==> config.mk <==
export PLATFORM = sky130hd
export DESIGN_NAME = instruction_fetch
export DESIGN_NICKNAME = d
export VERILOG_FILES = /design/src/rtl/instruction_fetch.sv
export SDC_FILE = /design/constraint.sdc
export NUM_CORES = 1
export LEC_CHECK = 0
export ABC_AREA = 1
export CAP_MARGIN = 20
export CORE_MARGIN = 3
export CORE_UTILIZATION = 48
export CTS_BUF_LIST = sky130_fd_sc_hd__clkbuf_2
export DETAILED_ROUTE_END_ITERATION = 12
export PLACE_DENSITY = 0.77
export SETUP_SLACK_MARGIN = 0.15
export SLEW_MARGIN = 10
export SYNTH_ARGS = -nofsm -noshare
export SYNTH_HDL_FRONTEND = slang
export SYNTH_SLANG_ARGS = --single-unit
==> constraint.sdc <==
create_clock -name clk -period 10.2 [get_ports clk]
set_input_delay 2.04 -clock clk [delete_from_list [all_inputs] [get_ports clk]]
set_output_delay 2.04 -clock clk [all_outputs]
set_load 0.005 [all_outputs]
==> src/rtl/instruction_fetch.sv <==
// instruction_fetch
//   Fetch stage feeding the IF/ID register. Owns the program counter, issues
//   reads to a 1-cycle-latency instruction memory and buffers the returned
//   {pc, instruction} pairs in a small in-order queue. A redirect flushes the
//   queue, drops any response landing that cycle and fetches the new target
//   in the same cycle.
//
// Ports
//   clk, reset        : rising-edge clock, synchronous active-high reset
//   redirect_valid/pc : taken branch/jump and its target (bits [1:0] ignored)
//   imem_req/addr     : combinational read request and address
//   imem_rdata        : read data, valid the cycle after imem_req
//   out_valid/ready   : handshake towards IF/ID (ready low = stall)
//   PC_out            : pc of the queue head (0 when empty)
//   Instruction       : instruction word of the queue head (0 when empty)

module instruction_fetch #(
   parameter logic [63:0] RESET_PC = 64'h0,
   parameter int          DEPTH    = 2
) (
   input  logic        clk,
   input  logic        reset,
   input  logic        redirect_valid,
   input  logic [63:0] redirect_pc,
   output logic        imem_req,
   output logic [63:0] imem_addr,
   input  logic [31:0] imem_rdata,
   output logic        out_valid,
   input  logic        out_ready,
   output logic [63:0] PC_out,
   output logic [31:0] Instruction
);

   localparam int PW = (DEPTH > 1) ? $clog2(DEPTH) : 1;
   localparam int CW = PW + 1;

   logic [63:0]   pc_q, pc_d;
   logic [63:0]   req_pc_q, req_pc_d;
   logic          inflight_q, inflight_d;
   logic [CW-1:0] count_q, count_d;
   logic [PW-1:0] rd_ptr_q, rd_ptr_d;
   logic [PW-1:0] wr_ptr_q, wr_ptr_d;
   logic [63:0]   mem_pc_q [DEPTH];
   logic [63:0]   mem_pc_d [DEPTH];
   logic [31:0]   mem_ins_q [DEPTH];
   logic [31:0]   mem_ins_d [DEPTH];

   logic          deq;
   logic          push;
   logic [CW:0]   occupancy;
   logic          issue_ok;
   logic [63:0]   redirect_addr;

   // Low target bits are dropped by forcing alignment.
   logic unused_redirect_lsb;
   assign unused_redirect_lsb = ^redirect_pc[1:0];

   always_comb begin
      out_valid     = (count_q != '0);
      // Dequeue is meaningless in a redirect cycle: the whole queue goes.
      deq           = out_valid & out_ready & ~redirect_valid;
      push          = inflight_q;
      // Slots already committed (queued + in flight) after this cycle's pop.
      // deq implies count >= 1, so this never underflows.
      occupancy     = {1'b0, count_q} + {{CW{1'b0}}, inflight_q} - {{CW{1'b0}}, deq};
      issue_ok      = (occupancy < (CW+1)'(DEPTH));
      redirect_addr = {redirect_pc[63:2], 2'b00};

      PC_out        = out_valid ? mem_pc_q[rd_ptr_q]  : 64'h0;
      Instruction   = out_valid ? mem_ins_q[rd_ptr_q] : 32'h0;

      pc_d       = pc_q;
      req_pc_d   = req_pc_q;
      inflight_d = 1'b0;
      count_d    = count_q;
      rd_ptr_d   = rd_ptr_q;
      wr_ptr_d   = wr_ptr_q;
      mem_pc_d   = mem_pc_q;
      mem_ins_d  = mem_ins_q;
      imem_req   = 1'b0;
      imem_addr  = pc_q;

      if (reset) begin
         pc_d       = RESET_PC;
         inflight_d = 1'b0;
         count_d    = '0;
         rd_ptr_d   = '0;
         wr_ptr_d   = '0;
      end else if (redirect_valid) begin
         imem_req   = 1'b1;
         imem_addr  = redirect_addr;
         pc_d       = redirect_addr + 64'd4;
         req_pc_d   = redirect_addr;
         inflight_d = 1'b1;
         count_d    = '0;
         rd_ptr_d   = '0;
         wr_ptr_d   = '0;
      end else begin
         imem_req  = issue_ok;
         imem_addr = pc_q;
         if (issue_ok) begin
            pc_d       = pc_q + 64'd4;
            req_pc_d   = pc_q;
            inflight_d = 1'b1;
         end
         if (push) begin
            mem_pc_d[wr_ptr_q]  = req_pc_q;
            mem_ins_d[wr_ptr_q] = imem_rdata;
            wr_ptr_d            = wr_ptr_q + PW'(1);
         end
         if (deq) begin
            rd_ptr_d = rd_ptr_q + PW'(1);
         end
         count_d = count_q + CW'(push) - CW'(deq);
      end
   end

   always_ff @(posedge clk) begin
      pc_q       <= pc_d;
      req_pc_q   <= req_pc_d;
      inflight_q <= inflight_d;
      count_q    <= count_d;
      rd_ptr_q   <= rd_ptr_d;
      wr_ptr_q   <= wr_ptr_d;
      mem_pc_q   <= mem_pc_d;
      mem_ins_q  <= mem_ins_d;
   end

endmodule

# Word-level counts from Yosys, hierarchy flattened

Index checks and enable logic that the tools add are counted.

Magnitude comparators: 4
Bitwise logic cells: 6
Mux-type cells: 24
Add/sub/neg operators: 8
Reductions and logical operators: 6

Operators with widths:

| operator                                                             | count |
|---|---|
| 64-bit two-way mux                                                   | 11 |
| 32-bit two-way mux                                                   | 5 |
| 64-bit by 3-bit adder with 64-bit output, second input constant      | 2 |
| 128-bit bitwise mux                                                  | 1 |
| 64-bit bitwise mux                                                   | 1 |
| 64-bit demux with 1-bit select                                       | 1 |
| 32-bit demux with 1-bit select                                       | 1 |
| 2-bit greater-or-equal comparator, second input constant             | 2 |
| 1-bit two-way mux                                                    | 4 |
| 1-bit inverter with 2-bit output                                     | 2 |
| 2-bit nonzero test                                                   | 2 |
| 2-bit by 1-bit adder with 3-bit output                               | 1 |
| 3-bit by 2-bit < comparator with 1-bit output, second input constant | 1 |
| 3-bit AND reduction                                                  | 1 |
| 3-bit by 1-bit subtractor with 3-bit output                          | 1 |
| 1-bit adder, second input constant                                   | 2 |
| 2-bit by 1-bit adder with 2-bit output                               | 1 |
| 1-bit AND                                                            | 2 |
| 2-bit by 1-bit < comparator with 1-bit output, second input constant | 1 |
| 1-bit inverter                                                       | 2 |
| 2-bit AND reduction                                                  | 1 |
| 2-bit OR reduction                                                   | 1 |
| 2-bit by 1-bit subtractor with 2-bit output                          | 1 |
| 1-bit logical AND                                                    | 1 |

Register bits: 325
Word-level logic and storage cells: 59
Output and inout bits: 162
Bits of input ports: 100

# Logic depth before layout (Yosys ltp)

Gate-level depths: netlist of the first run.

Word-level depth: 7
Depth in mapped cells: 18

# Worst setup path before layout of the first run

OpenSTA, ideal clock, no wires.

Path kind: input -> register
Start point: input redirect_valid
End point: register mem_ins_q[0] in the netlist's numbering (enable)
Data arrival time: 8998 ps
Setup slack: 541 ps
Stages on the path: 6
Library setup time: 662 ps
Path through: buf_6 > buf_12 > buf_6 > nor2_1 > inv_1 > nor3_1

Word-level cells in the longest chain between the ends: 2

RTL lines:

| element                       | RTL line | source |
|---|---|---|
| start, declared               | 23       | `input logic redirect_valid,` |
| 1-bit inverter (no line)      | n/a      |  |
| 3-bit AND reduction (no line) | n/a      |  |
| end signal, assigned          | 126      | `mem_ins_q <= mem_ins_d;` |
| end, declared                 | 45       | `logic [31:0] mem_ins_q [DEPTH];` |

Every way passes these cells.
A chain may end at the register's enable or synchronous reset.

# Final worst setup path of the first run

Start point: input out_ready
End point: output imem_req

Word-level cells in the longest chain between the ends: 6

RTL lines:

| element                                       | RTL line | source |
|---|---|---|
| start, declared                               | 29       | `input logic out_ready,` |
| 1-bit AND (2 in series)                       | 61       | `deq = out_valid & out_ready & ~redirect_valid;` |
| via deq                                       | 48       | `logic deq;` |
| 3-bit by 1-bit subtractor with 3-bit output   | 65       | `occupancy = {1'b0, count_q} + {{CW{1'b0}}, inflight_q} - {{CW{1'b0}}, deq};` |
| 3-bit by 2-bit < comparator with 1-bit output | 66       | `issue_ok = (occupancy < (CW+1)'(DEPTH));` |
| 1-bit two-way mux                             | 89       | `end else if (redirect_valid) begin` |
| 1-bit two-way mux                             | 83       | `if (reset) begin` |
| end, declared                                 | 25       | `output logic imem_req,` |

The timed path passes the listed nets, and every way through them passes these cells.

==> run_results.csv, run 1 <==
group,metric,value,unit
floorplan,dieArea,0.0355,sq mm
grt,grt_max_degree,96,
worst_hold_path,hp-class,"reg2reg",
sta,tns,0,ns
grt,grt_overflow,0,
detailed_routing,num_vias,13670,
floorplan,rows,66,
synthesis,yosysTopAreaCell,"edfxtp_1",
synthesis,synth_xor_area_share,1.43,%
worst_hold_path,holdCritStartpoint,"req_pc_q[41]",
worst_setup_path,critPathLaunchType,"input pin",
cts,cts_resized,0,
detailed_routing,met3_length,3.67,mm
job,maxCapViolCount,0,
pwr,p_clk_share,30.4,%
worst_setup_path,crit_path_end,"imem_req",
sta,fin_crit_sh,65.7,%
pwr,p_leak,7.94,nW
cts,cts_made_buffers,79,
final_layout,area_delta_synth_final,22.4,%
floorplan,core,0.0326,sq mm
synthesis,synthAdderAreaFrac,0.361,%
synthesis,synthMuxAreaShare,0,%
final_layout,drive_gt1_share,10.1,%
sta,hold_viol,0,
synthesis,ys_ff_latch,317,
worst_setup_path,critPathKind,"in2out",
detailed_routing,drc,0,
final_layout,final_nets,2276,
placed_design,portBuffers,255,
floorplan,dieHeight,188,microns
final_layout,design_area,0.0195,sq mm
detailed_routing,top_layer_used,"met4",
worst_setup_path,crit_path_end_kind,"output pin",
cts,cts-root-buf,"clkbuf_2",
synthesis,ys_dominant_reg_cell,"edfxtp_1",
detailed_routing,drt_iter0_markers,1235,
worst_setup_path,crit_start,"out_ready",
outcome,status,"finished clean",
synthesis,synth_edf_count,250,
cts,clk_pin_slew,0.10,ns
sta,skew,0.0970,ns
pwr,ir_worst_vdd,0.0873,mV
sta,rsz0062_at_grt,"false",
worst_setup_path,r2r-end,"req_pc_q[38]",
pwr,power_density,152,mW/mm^2
worst_setup_path,r2r-start,"count_q[1]",
pwr,p_sw_share,29.9,%
synthesis,yosysWarnings,0,
cts,clk_latency,0.90,ns
worst_setup_path,r2r_slack,6.81,ns
floorplan,ios,262,
cts,cts_setup_buffers,0,
grt,grt_pass1_vias,13261,
placed_design,dpl_cell_area,0.0187,sq mm
cts,cts_hold_buffers,0,
synthesis,synthTopCellsByArea,"edfxtp_1, nand2_1, dfxtp_1",
synthesis,ys_seq_area_share,55.4,%
synthesis,syn_area_per_cell,8.37,sq um
synthesis,netlist_area,0.0160,sq mm
synthesis,yosysTopAreaCellShare,47.0,%
synthesis,synthSimpleGateAreaFrac,25.3,%
sta,period_needed,6.70,ns
pwr,comb_power_share,18.1,%
worst_setup_path,required,8.16,ns
synthesis,synth.distinct_cells,39,
worst_setup_path,path_max_fanout,3,
grt,grt_first_pass_wirelength,71.5,mm
synthesis,synth_top_family_by_area,"simple AND/OR/NAND/NOR gates",
grt,track_usage,25.6,%
detailed_routing,drt-met1-wl,19.9,mm
pwr,power.internal,2.09,mW
detailed_routing,dr.pass1.iters,5,
detailed_routing,vias_per_cell,5.10,
cts,clk_path_buf_depth,3,
cts,clock_sinks,317,
synthesis,synth-compound-area-share,9.25,%
worst_setup_path,critical_path_arrival,4.66,ns
worst_setup_path,rr_worst_depth,15,
floorplan,die_x,188,microns
detailed_routing,routed_wl,46.0,mm
synthesis,async_flop_share,0,%
sta,final_max_slew_viol_count,0,
cts,cts_tree,"built",
synthesis,syn-instance-count,1907,
detailed_routing,wl_met2,21.1,mm
pwr,p_sw,0.890,mW
placed_design,gp_congestion,0.944,
placed_design,place.detailed.hpwl,32.2,mm
grt,antenna_found_initial,1,
sta,relSlewSlack,28.4,%
detailed_routing,wl_per_cell,17.2,microns
cts,ctsHtreeMaxLevel,3,
sta,setup_viol,0,
sta,fmax,0.149,GHz
floorplan,initial_core_util,48.9,%
pwr,seqPwrFrac,51.5,%
detailed_routing,antenna_left,0,
sta,worst_pin_slew,1.07,ns
==> power by group through the flow <==
| stage | Clock (mW) | Combinational, mW | Sequential [mW] |
|---|---|---|---|
| final | 0.905 | 0.539 | 1.53 |
| after global routing | 1.00 | 0.594 | 1.54 |
| after CTS | 0.931 | 0.536 | 1.53 |
| after detailed placement | 0 | 0.532 | 1.56 |
| after global placement | 0 | 0.523 | 1.55 |
| after floorplan | 0 | 0.287 | 1.55 |
==> through the flow <==
stage | setup WS [ns] | instances | hold slack (ns) | util, % | power (mW)
6_report | 3.50 | 2679 | 0.413 | 59.9 | 2.98
4_1_cts | 3.50 | 2677 | 0.413 | 59.8 | 3.00
2_1_floorplan | 0.541 | 1910 | 0.421 | - | 1.84
3_3_place_gp | 3.54 | 2532 | 0.422 | 57.4 | 2.08
5_1_grt | 3.36 | 2679 | 0.418 | 59.9 | 3.13
3_5_place_dp | 3.52 | 2532 | 0.430 | 57.4 | 2.09
==> Yosys cell counts (2+ instances only) <==
master	n
clkinv_1	4
o211ai_1	13
and2_1	3
nand3_2	2
o21ai_1	10
nor3_1	10
dfxtp_1	67
ha_1	3
clkbuf_1	52
nand3_1	76
buf_4	7
buf_6	12
a31oi_1	3
inv_1	213
inv_2	5
o21ai_2	19
a21oi_1	128
nand3b_1	2
nand2_1	684
nor2_2	18
xor2_1	25
edfxtp_1	250
o21ai_0	90
nor2_4	11
nand4_1	11
nor3_2	2
nand2_2	17
o21bai_1	7
buf_2	6
nor2_1	140
buf_1	9
==> cell type report <==
type	count	area [sq um]
inverter	222	833
antenna	1	2.50
clock buffer	112	561
tap	442	553
fill	2834	13100
clock inverter	33	228
timing repair buffer	269	2670
sequential	317	8850
multi-input combinational	1283	5850
==> kinds of logic (layout without fill, tap and decap cells) <==
group,after synthesis,after routing
xor gates and xnor gates,26,26
buffers and inverters,310,636
AOI/OAI and AO/OA,270,270
other,1,5
DFF,317,317
and+or+nand+nor,979,979
adders and majority gates,4,4
==> metal layers <==
layer	vias up	global-route usage [%]
li1	6719	-
met3	81	4.61
met4	0	9.08
met5	-	0
met2	580	41.0
met1	6290	35.2
==> how the worst min path moves through the flow <==
stage                         end  depth (start not counted)
finish              mem_pc_q[105]                          0
global route         mem_pc_q[23]                          0
CTS                 mem_pc_q[106]                          0
detailed placement  mem_pc_q[119]                          0
global placement    mem_pc_q[123]                          0
floorplan           mem_pc_q[100]                          0
==> worst max-delay path, stage by stage <==
cell and delay [ns]:
clkdlybuf4s50_1 0.47, nand2_1 0.13, nor2_1 0.13, ha_1 0.23, inv_1 0.05, ha_1 0.13
inv_1 0.05, fa_1 0.37, xnor2_1 0.14, nand2_1 0.08, nand2_2 0.12, inv_1 0.10
nor2_4 0.10, clkdlybuf4s50_1 0.51
==> registers in the layout, summed over array words and instances, names as in the netlist <==
register / count
mem_ins_q: 64
count_q: 2
pc_q: 62
inflight_q: 1
wr_ptr_q: 1
rd_ptr_q: 1
req_pc_q: 62
mem_pc_q: 124
==> cells in the final DEF (no fill, tap or decap), types with 9 or more instances in the layout <==
master           instances
nand2_1                683
clkdlybuf4s50_1        253
edfxtp_1               250
inv_1                  213
nor2_1                 137
a21oi_1                128
clkbuf_2               112
o21ai_0                 90
nand3_1                 76
dfxtp_1                 66
xor2_1                  25
clkinv_1                23
o21ai_2                 19
nand2_2                 18
nor2_2                  18
buf_4                   15
nor2_4                  14
o211ai_1                13
nand4_1                 11
o21ai_1                 10
nor3_1                   9
No activity file was read; power rests on OpenSTA's default activity.
==> run 2, diff against run 1 <==
- PLACE_DENSITY: 0.77 -> 0.74
- clock period: 10.2 -> 6.4 ns (I/O delays scaled with it)
==> run 2 against run 1 <==
Global-route usage down 0.28 points. Combinational power up 59%. Hold slack better by 0.021 ns. Final area down 0.37%. Sequential share of layout area up 0.17 points. Clock skew down 0.0069 ns. Largest power group unchanged.
==> run_results.csv, run 2 (same netlist as run 1, synthesis figures left out) <==
group,metric,value,unit
sta,tns,0,ns
cts,cts_tree,"built",
pwr,power_density,240,mW/mm^2
sta,fmax,0.191,GHz
sta,relSlewSlack,27.1,%
detailed_routing,drt_iter0_markers,1258,
detailed_routing,vias_per_cell,5.06,
pwr,power.internal,3.28,mW
worst_setup_path,worstPathCellList,"clkdlybuf4s50_1, nand2_1, nor2_1, ha_1, inv_1, ha_1, inv_1, fa_1, xnor2_1, nand2_1, nand2_2, inv_1, nor2_4, clkdlybuf4s50_1",
worst_setup_path,crit_buf_inv,5,
placed_design,dp.cells,2533,
worst_setup_path,required,5.12,ns
floorplan,dieArea,0.0355,sq mm
grt,grt_pass1_vias,13014,
floorplan,initial_core_util,48.9,%
worst_setup_path,crit_family,"buffers and inverters",
final_layout,largest_register_ff_count,124,
worst_setup_path,worst_path_max_delay_cell,"clkdlybuf4s50_1",
outcome,status,"finished clean",
worst_setup_path,path_max_fanout,3,
job,maxCapViolCount,0,
cts,cts_resized,0,
worst_setup_path,critPathKind,"in2out",
sta,final_max_slew_viol_count,0,
floorplan,die_x,188,microns
grt,grt_first_pass_wirelength,70.7,mm
pwr,comb_power_share,18.4,%
detailed_routing,dr.pass1.iters,6,
final_layout,top_register,"mem_pc_q",
worst_setup_path,crit_path_end_kind,"output pin",
sta,skew,0.0901,ns
final_layout,drive_gt1_share,10.0,%
pwr,p_sw,1.38,mW
floorplan,ios,262,
final_layout,design_area,0.0195,sq mm
final_layout,final_nets,2276,
worst_setup_path,critPathMaxStageDelay,0.53,ns
detailed_routing,drc,0,
cts,clk_pin_slew,0.09,ns
worst_setup_path,path_common_cell,"inv_1",
floorplan,dieHeight,188,microns
final_layout,stdcell_count,2666,
final_layout,mostFrequentLayoutCells,"nand2_1, clkdlybuf4s50_1, edfxtp_1",
cts,clk_latency,0.88,ns
sta,hold_viol,0,
sta,fin_crit_sh,82.0,%
worst_setup_path,critPathLaunchType,"input pin",
grt,track_usage,25.3,%
cts,cts_made_buffers,79,
floorplan,core,0.0326,sq mm
detailed_routing,routed_wl,46.1,mm
cts,clock_sinks,317,
placed_design,gp_congestion,0.953,
placed_design,portBuffers,255,
pwr,p_clk_share,29.3,%
placed_design,dpl_cell_area,0.0188,sq mm
cts,clk_path_buf_depth,3,
detailed_routing,antenna_left,0,
floorplan,rows,66,
pwr,p_sw_share,29.6,%
final_layout,area_delta_synth_final,22.0,%
cts,cts_setup_buffers,0,
detailed_routing,num_vias,13482,
worst_hold_path,hp-class,"reg2reg",
cts,cts-root-buf,"clkbuf_2",
cts,ctsHtreeMaxLevel,3,
grt,grt_overflow,0,
sta,worst_pin_slew,1.09,ns
sta,period_needed,5.25,ns
detailed_routing,wl_per_cell,17.3,microns
grt,antenna_found_initial,1,
sta,rsz0062_at_grt,"false",
final_layout,reg_top3,"mem_pc_q: 124 flops, mem_ins_q: 64 flops",
final_layout,final_common_cell,"nand2_1",
worst_setup_path,critical_path_arrival,3.97,ns
grt,grt_max_degree,95,
pwr,ir_worst_vdd,0.116,mV
placed_design,place.detailed.hpwl,32.1,mm
cts,cts_hold_buffers,0,
pwr,p_leak,7.91,nW
sta,setup_viol,0,
pwr,seqPwrFrac,52.3,%
==> run 2: cell types whose count changed in the layout (fill, tap and decap cells not counted) <==
cell	previous run	this run
clkinv_1	23	10
clkinv_2	6	1
clkbuf_2	112	116
diode_2	1	3
bufinv_16	3	2
nor3_2	3	2
nor3_4	0	1
==> run 2: area by class of cell <==
class                           count  area, sq um
Sequential cell                   317         8850
Multi-Input combinational cell   1283         5860
Tap cell                          442          553
Inverter                          222          833
Clock inverter                     14          124
Antenna cell                        3         7.51
Clock buffer                      116          581
Fill cell                        2925        13100
Timing Repair Buffer              269         2670
==> run 2: final timing paths <==
kind | from | endpoint | slack, ns | cells past startpoint
setup / recovery | out_ready | imem_req | 1.15 | 14
hold / removal | req_pc_q[32] | mem_pc_q[96] | 0.43 | 0
setup reg to reg | count_q[1] | req_pc_q[37] | 2.94 | 15
hold reg to reg | req_pc_q[32] | mem_pc_q[96] | 0.43 | 0
==> run 2: power by group through the flow <==
stage | clock (mW) | sequential, mW | combinational, mW
2_1_floorplan | 0 | 2.47 | 0.459
3_5_place_dp | 0 | 2.49 | 0.850
3_3_place_gp | 0 | 2.48 | 0.836
4_1_cts | 1.41 | 2.44 | 0.856
6_report | 1.36 | 2.44 | 0.859
5_1_grt | 1.50 | 2.46 | 0.946
==> run 2: routing by layer <==
metal	global-route usage (%)	routed length [microns]	vias to the layer above
met2	39.9	20700	514
met3	4.58	3380	76
met4	8.28	1290	0
met1	35.7	20800	6174
li1	-	-	6718
met5	0	0	-
==> run 2: through the flow <==
step           setup WS (ns)  utilization, %  total power [mW]  hold slack, ns
2_1_floorplan          0.386               -              2.93           0.421
3_3_place_gp            1.27            57.5              3.31           0.423
3_5_place_dp            1.24            57.5              3.34           0.430
4_1_cts                 1.19            59.7              4.70           0.416
5_1_grt                0.996            59.7              4.90           0.420
6_report                1.15            59.7              4.66           0.434
